<file path="src/rtl/eigen_deflation_sequencer_if.sv">
// Engine handshake and result-store bus shared by the deflation sequencer
// and the eigen engine / result buffers it drives.
interface eigen_deflation_sequencer_if #(
   parameter int DATA_W = 57,
   parameter int IDX_W  = 3
);
   logic              eng_start;
   logic              eng_src_sel;
   logic              eng_done;
   logic [DATA_W-1:0] eng_eigenvalue;
   logic              defl_load;
   logic              res_we;
   logic [IDX_W-1:0]  res_idx;
   logic [DATA_W-1:0] res_value;

   modport master (
      output eng_start, eng_src_sel, defl_load, res_we, res_idx, res_value,
      input  eng_done, eng_eigenvalue
   );

   modport slave (
      input  eng_start, eng_src_sel, defl_load, res_we, res_idx, res_value,
      output eng_done, eng_eigenvalue
   );
endinterface

</file>
<file path="src/rtl/eigen_deflation_sequencer.sv">
// Time-multiplexes one power-iteration engine over successive deflation passes,
// storing each eigenvalue and stopping on pair count, small eigenvalue or watchdog.
module eigen_deflation_sequencer #(
   parameter int SIZE_N     = 8,
   parameter int DATA_W     = 57,
   parameter int MAX_CYCLES = 4096,
   parameter int IDX_W      = $clog2(SIZE_N)
) (
   input  logic                       clk,
   input  logic                       rst,
   input  logic                       start,
   input  logic [IDX_W:0]             num_eig,
   input  logic [DATA_W-1:0]          eig_threshold,
   eigen_deflation_sequencer_if.master bus,
   output logic                       busy,
   output logic                       done,
   output logic [IDX_W:0]             eig_count,
   output logic                       timeout_err
);

   localparam int WD_W = $clog2(MAX_CYCLES) + 1;

   localparam logic [IDX_W:0]      PAIR_MAX = (IDX_W+1)'(SIZE_N);
   localparam logic [IDX_W:0]      PAIR_ONE = (IDX_W+1)'(1);
   localparam logic [IDX_W:0]      PAIR_ZERO = '0;
   localparam logic [WD_W-1:0]     WD_ONE   = WD_W'(1);
   localparam logic [WD_W-1:0]     WD_LIMIT = WD_W'(MAX_CYCLES - 1);
   localparam logic [DATA_W-1:0]   MOST_NEG = {1'b1, {(DATA_W-1){1'b0}}};
   localparam logic [DATA_W-1:0]   MAG_SAT  = {1'b0, {(DATA_W-1){1'b1}}};

   typedef enum logic [2:0] {
      S_IDLE,
      S_LAUNCH,
      S_WAIT,
      S_WRITE,
      S_DEFLATE,
      S_FINISH
   } state_t;

   state_t            state;
   state_t            next_state;

   logic [IDX_W:0]    pass_q;
   logic [IDX_W:0]    num_q;
   logic [DATA_W-1:0] thr_q;
   logic [DATA_W-1:0] cap_q;
   logic [WD_W-1:0]   wd_q;

   logic [IDX_W:0]    num_clamped;
   logic [DATA_W-1:0] magnitude;
   logic              below_thr;
   logic              last_pass;
   logic              wd_expire;

   assign num_clamped = (num_eig > PAIR_MAX) ? PAIR_MAX : num_eig;

   // Two's-complement negation of the most-negative code would wrap, so it saturates.
   always_comb begin
      magnitude = cap_q;
      if (cap_q == MOST_NEG) begin
         magnitude = MAG_SAT;
      end else if (cap_q[DATA_W-1]) begin
         magnitude = -cap_q;
      end
   end

   assign below_thr = (magnitude < thr_q);
   assign last_pass = ((pass_q + PAIR_ONE) == num_q);
   assign wd_expire = ((wd_q + WD_ONE) == WD_LIMIT);

   always_ff @(posedge clk) begin
      if (rst) begin
         state <= S_IDLE;
      end else begin
         state <= next_state;
      end
   end

   always_comb begin
      next_state = state;
      case (state)
         S_IDLE: begin
            if (start) begin
               next_state = (num_clamped == PAIR_ZERO) ? S_FINISH : S_LAUNCH;
            end
         end
         S_LAUNCH: next_state = S_WAIT;
         S_WAIT: begin
            if (bus.eng_done) begin
               next_state = S_WRITE;
            end else if (wd_expire) begin
               next_state = S_FINISH;
            end
         end
         S_WRITE: begin
            if (below_thr || last_pass) begin
               next_state = S_FINISH;
            end else begin
               next_state = S_DEFLATE;
            end
         end
         S_DEFLATE: next_state = S_LAUNCH;
         S_FINISH:  next_state = S_IDLE;
         default:   next_state = S_IDLE;
      endcase
   end

   // Per-run context, captured eigenvalue, watchdog and run status.
   always_ff @(posedge clk) begin
      if (rst) begin
         pass_q      <= '0;
         num_q       <= '0;
         thr_q       <= '0;
         cap_q       <= '0;
         wd_q        <= '0;
         eig_count   <= '0;
         timeout_err <= 1'b0;
      end else begin
         case (state)
            S_IDLE: begin
               if (start) begin
                  num_q       <= num_clamped;
                  thr_q       <= eig_threshold;
                  pass_q      <= '0;
                  eig_count   <= '0;
                  timeout_err <= 1'b0;
               end
            end
            S_LAUNCH: begin
               wd_q <= '0;
            end
            S_WAIT: begin
               wd_q <= wd_q + WD_ONE;
               if (bus.eng_done) begin
                  cap_q <= bus.eng_eigenvalue;
               end else if (wd_expire) begin
                  timeout_err <= 1'b1;
               end
            end
            S_WRITE: begin
               if (!below_thr) begin
                  pass_q    <= pass_q + PAIR_ONE;
                  eig_count <= eig_count + PAIR_ONE;
               end
            end
            default: begin
            end
         endcase
      end
   end

   always_comb begin
      bus.eng_start   = 1'b0;
      bus.eng_src_sel = 1'b0;
      bus.defl_load   = 1'b0;
      bus.res_we      = 1'b0;
      bus.res_idx     = '0;
      bus.res_value   = '0;
      busy            = 1'b0;
      done            = 1'b0;
      case (state)
         S_LAUNCH: begin
            busy            = 1'b1;
            bus.eng_start   = 1'b1;
            bus.eng_src_sel = (pass_q != PAIR_ZERO);
         end
         S_WAIT: begin
            busy            = 1'b1;
            bus.eng_src_sel = (pass_q != PAIR_ZERO);
         end
         S_WRITE: begin
            busy = 1'b1;
            if (!below_thr) begin
               bus.res_we    = 1'b1;
               bus.res_idx   = pass_q[IDX_W-1:0];
               bus.res_value = cap_q;
            end
         end
         S_DEFLATE: begin
            busy          = 1'b1;
            bus.defl_load = 1'b1;
         end
         S_FINISH: begin
            busy = 1'b1;
            done = 1'b1;
         end
         default: begin
         end
      endcase
   end

endmodule
</file>
<file path="src/flat_wrapper.sv">
// flat-port wrapper written by rule: the top's interface ports become plain ports
module eigen_deflation_sequencer_flat 
#(
   parameter int SIZE_N     = 8,
   parameter int DATA_W     = 57,
   parameter int MAX_CYCLES = 4096,
   parameter int IDX_W      = $clog2(SIZE_N)
)
  (clk, rst, start, num_eig, eig_threshold, busy, done, eig_count, timeout_err, bus_eng_start, bus_eng_src_sel, bus_defl_load, bus_res_we, bus_res_idx, bus_res_value, bus_eng_done, bus_eng_eigenvalue);
  eigen_deflation_sequencer_if #(.DATA_W(DATA_W), .IDX_W(IDX_W)) bus_i ();
  input  logic clk;
  input  logic rst;
  input  logic start;
  input  logic [IDX_W:0] num_eig;
  input  logic [DATA_W-1:0] eig_threshold;
  output logic busy;
  output logic done;
  output logic [IDX_W:0] eig_count;
  output logic timeout_err;
  output wire logic [$bits(bus_i.eng_start)-1:0] bus_eng_start;
  output wire logic [$bits(bus_i.eng_src_sel)-1:0] bus_eng_src_sel;
  output wire logic [$bits(bus_i.defl_load)-1:0] bus_defl_load;
  output wire logic [$bits(bus_i.res_we)-1:0] bus_res_we;
  output wire logic [$bits(bus_i.res_idx)-1:0] bus_res_idx;
  output wire logic [$bits(bus_i.res_value)-1:0] bus_res_value;
  input wire logic [$bits(bus_i.eng_done)-1:0] bus_eng_done;
  input wire logic [$bits(bus_i.eng_eigenvalue)-1:0] bus_eng_eigenvalue;
  assign bus_eng_start = bus_i.eng_start;
  assign bus_eng_src_sel = bus_i.eng_src_sel;
  assign bus_defl_load = bus_i.defl_load;
  assign bus_res_we = bus_i.res_we;
  assign bus_res_idx = bus_i.res_idx;
  assign bus_res_value = bus_i.res_value;
  assign bus_i.eng_done = bus_eng_done;
  assign bus_i.eng_eigenvalue = bus_eng_eigenvalue;
  eigen_deflation_sequencer #(.SIZE_N(SIZE_N), .DATA_W(DATA_W), .MAX_CYCLES(MAX_CYCLES), .IDX_W(IDX_W)) u_core (.clk(clk), .rst(rst), .start(start), .num_eig(num_eig), .eig_threshold(eig_threshold), .bus(bus_i), .busy(busy), .done(done), .eig_count(eig_count), .timeout_err(timeout_err));
endmodule
</file>
<file path="config.mk">
export PLATFORM = sky130hd
export DESIGN_NAME = eigen_deflation_sequencer_flat
export DESIGN_NICKNAME = d
export VERILOG_FILES = /design/src/rtl/eigen_deflation_sequencer_if.sv /design/src/rtl/eigen_deflation_sequencer.sv /design/src/flat_wrapper.sv
export SDC_FILE = /design/constraint.sdc
export NUM_CORES = 1
export LEC_CHECK = 0
export CORE_MARGIN = 1.5
export CORE_UTILIZATION = 47
export CTS_CLUSTER_SIZE = 10
export DETAILED_ROUTE_END_ITERATION = 10
export GPL_TIMING_DRIVEN = 0
export PLACE_DENSITY = 0.87
export RECOVER_POWER = 100
export SYNTH_ARGS = -nofsm -noshare
export SYNTH_HDL_FRONTEND = slang
export SYNTH_SLANG_ARGS = --single-unit
</file>
<file path="constraint.sdc">
create_clock -name clk -period 5.35 [get_ports clk]
set_input_delay 0.8025 -clock clk [delete_from_list [all_inputs] [get_ports clk]]
set_output_delay 0.8025 -clock clk [all_outputs]
set_load 0.01 [all_outputs]
</file>
==> reports/metrics.yaml <==
status: "complete, but fails checks"
violations: "setup timing"
maxCapViolCount: 0
first_pass_iters: 6
wl_per_cell_um: 18.24
cts_tree: "done"
diodes: 0
num-fill-cells: 1365
cp-startpoint: "u_core.cap_q[12]"
final_util_pct: 67.66
worstPathMaxFanout: 10
cp-start-kind: "flop"
postSynthCellCount: 1224
antenna_found_initial: 0
yosys.area.top_type: "dfxtp_1"
hp-class: "flop to flop"
slew_headroom_pct: 42.78
synth_area_per_cell_sq_um: 7.248
power_leakage_nw: 5.285
synth_area_leaders: "dfxtp_1 (32%), nand2_1 (14%), a21oi_1 (9.2%)"
grt_max_degree: 17
gp_congestion: 0.9374
rows: 50
rsz0062_at_grt: "true"
maxClockFrequency_mhz: 156.7
num_vias: 10210
crit_end: "bus_res_value[15]"
io_buffers: 192
critical_path_arrival_ns: 5.58
async_reset_ff_share_pct: 0
clkTransAtPathRegs_ns: 0.06
yosysWarnings: 0
drt_iter0_drc: 974
final-setup-viol-count: 61
rr_worst_depth: 21
drc_errors: 0
cts_hold_buf: 0
postPlaceCellArea_sq_um: 11090
start_util_pct: 47.74
cts_buffers: 17
synth_area_sq_um: 8871
skew_ns: 0.009137
synth-edff-count: 0
slew_violations: 0
synth_most_common_cell: "nand2_1"
syn_nets: 1408
critPathKind: "flop to output pin"
cp-end-kind: "output pin"
cts_max_path_buffers: 2
layout-drive-gt1-share_pct: 16.28
worstReg2RegEnd: "u_core.eig_count[1]"
ios: 193
fin_crit_ns: 6.381
final_cell_area_sq_um: 12570
grt_overflow: 0
power.density_nw_per_um2: 389.6
core-area_sq_um: 18580
r2r-start: "u_core.cap_q[12]"
setup_ws_ns: -1.031
root_buffer: "clkbuf_16"
final_antenna_net_count: 0
grt_pass1_vias: 9514
die_w_um: 140.4
synth_seq_area_share_pct: 32.27
synth_top_area_share_pct: 32.27
fin_crit_sh_pct: 119.3
dpl.hpwl_um: 20860
die_h_um: 140.4
routed_via_density: 5.913
ys_seq_elements: 143
grt_usage_pct: 29.85
ir_worst_vdd_mv: 0.2983
cts_num_sinks: 143
grt_pass1_wl_um: 46580
synth.distinct_cells: 64
clk_latency_ns: 0.43
worst-r2r-setup-slack_ns: 0.14
worst_pin_slew_ns: 0.8583
die_area_sq_um: 19710
crit_required_ns: 4.55
synth_ff_type: "dfxtp_1"
nets: 1664
p_total_mw: 4.898
routed_wl_um: 31500
finalHoldViolCount: 0
syn_to_final_growth_pct: 41.71
ctsHtreeMaxLevel: 4
synth_common_cells: "nand2_1 (342), a21oi_1 (163), dfxtp_1 (143)"
[routing by layer]
metal	vias up	global-route usage [%]	wire (um)
li1	4662	-	-
met1	4724	35.40	11850
met2	651	50.03	14790
met3	174	6.256	2963
met4	0	17.23	1908
met5	-	0	0
[flip-flops by register name, summed over array words and instances (netlist names)]
name and flops:
u_core.timeout_err 1, u_core.wd_q 13, u_core.num_q 4, u_core.thr_q 57, u_core.eig_count 4, u_core.cap_q 57
u_core.pass_q 4, u_core.state 3
[where the power goes]
part | internal, mW | switching, mW | total, mW
clock | 0.816 | 0.474 | 1.29
sequential | 1.19 | 0.110 | 1.30
combinational | 0.944 | 1.37 | 2.31
total | 2.95 | 1.95 | 4.90
[cell type report]
type | count | area (sq um) | share of cell area (%)
clock buffers | 22 | 474.2 | 3.772
well taps | 234 | 292.8 | 2.329
inverters | 66 | 247.7 | 1.971
clock inverters | 10 | 158.9 | 1.264
flip-flops and latches | 143 | 2877 | 22.88
plain buffers | 64 | 286.5 | 2.279
repair buffers | 242 | 2341 | 18.62
multi-input cells | 946 | 5893 | 46.88
[cells in the final DEF (no fill, tap or decap), drive strengths merged, types with 34 or more instances in the layout]
master | netlist | final
xor2 | 50 | 50
inv | 66 | 66
clkdlybuf4s50 | 0 | 119
clkbuf | 61 | 83
and2 | 64 | 64
nor2 | 34 | 34
a21oi | 164 | 164
o21ai | 42 | 42
ha | 62 | 62
buf | 8 | 114
nand2 | 342 | 342
dfxtp | 143 | 143
[how the worst min path moves through the flow]
stage | from | endpoint | slack, ns | cells after the start
after floorplan | u_core.thr_q[10] | u_core.thr_q[10] | 0.44 | 2
after global placement | u_core.thr_q[20] | u_core.thr_q[20] | 0.44 | 2
after detailed placement | u_core.thr_q[9] | u_core.thr_q[9] | 0.45 | 2
after CTS | u_core.thr_q[47] | u_core.thr_q[47] | 0.46 | 2
after global routing | u_core.thr_q[55] | u_core.thr_q[55] | 0.47 | 2
final | u_core.thr_q[55] | u_core.thr_q[55] | 0.46 | 2
[logic make-up after synthesis]
kind of cell	after synthesis	share of synthesized area (%)
adder cells (fa/ha/maj)	62	8.745
buffers and inverters	135	6.178
flip-flops	143	32.27
other	1	0.04227
multiplexers	6	0.6770
XOR/XNOR	60	5.924
AO/OA/AOI/OAI	267	17.33
AND/OR/NAND/NOR	550	28.83
[worst max-delay path: stages, from the launching register on]
cell and delay, ns:
dfxtp_4 0.34, or4_4 0.53, or2_1 0.25, buf_6 0.14
buf_12 0.12, nor4_4 0.31, buf_4 0.23, nand2_1 0.10
o41ai_2 0.26, xor2_1 0.25, nand2_1 0.13, ha_4 0.30
nand4_1 0.19, nor4_4 0.24, nand4_1 0.35, a41oi_4 0.31
o31ai_4 0.14, a21oi_4 0.25, buf_8 0.18, buf_12 0.12
buf_8 0.12, and2_4 0.14, buf_2 0.12
[per-stage QoR]
step           setup WS (ns)  hold WS, ns  cells  setup TNS [ns]
2_1_floorplan       0.007136       0.4363   1224               0
3_3_place_gp          -1.252       0.4428   1650          -73.86
3_5_place_dp          -1.411       0.4465   1650          -83.61
4_1_cts              -0.6923       0.4551   1715          -27.46
5_1_grt               -1.111       0.4715   1727          -62.70
6_report              -1.031       0.4580   1727          -58.20
[what timing repair did]
action / 4_1_cts / 5_1_grt
cloned: 3 / 0
buffers inserted: 34 / 15
setup endpoints to repair: 66 / 61
pin swaps: 28 / 22
gates resized for setup: 372 / 58
Note: power is estimated with default switching activity, not from simulation.
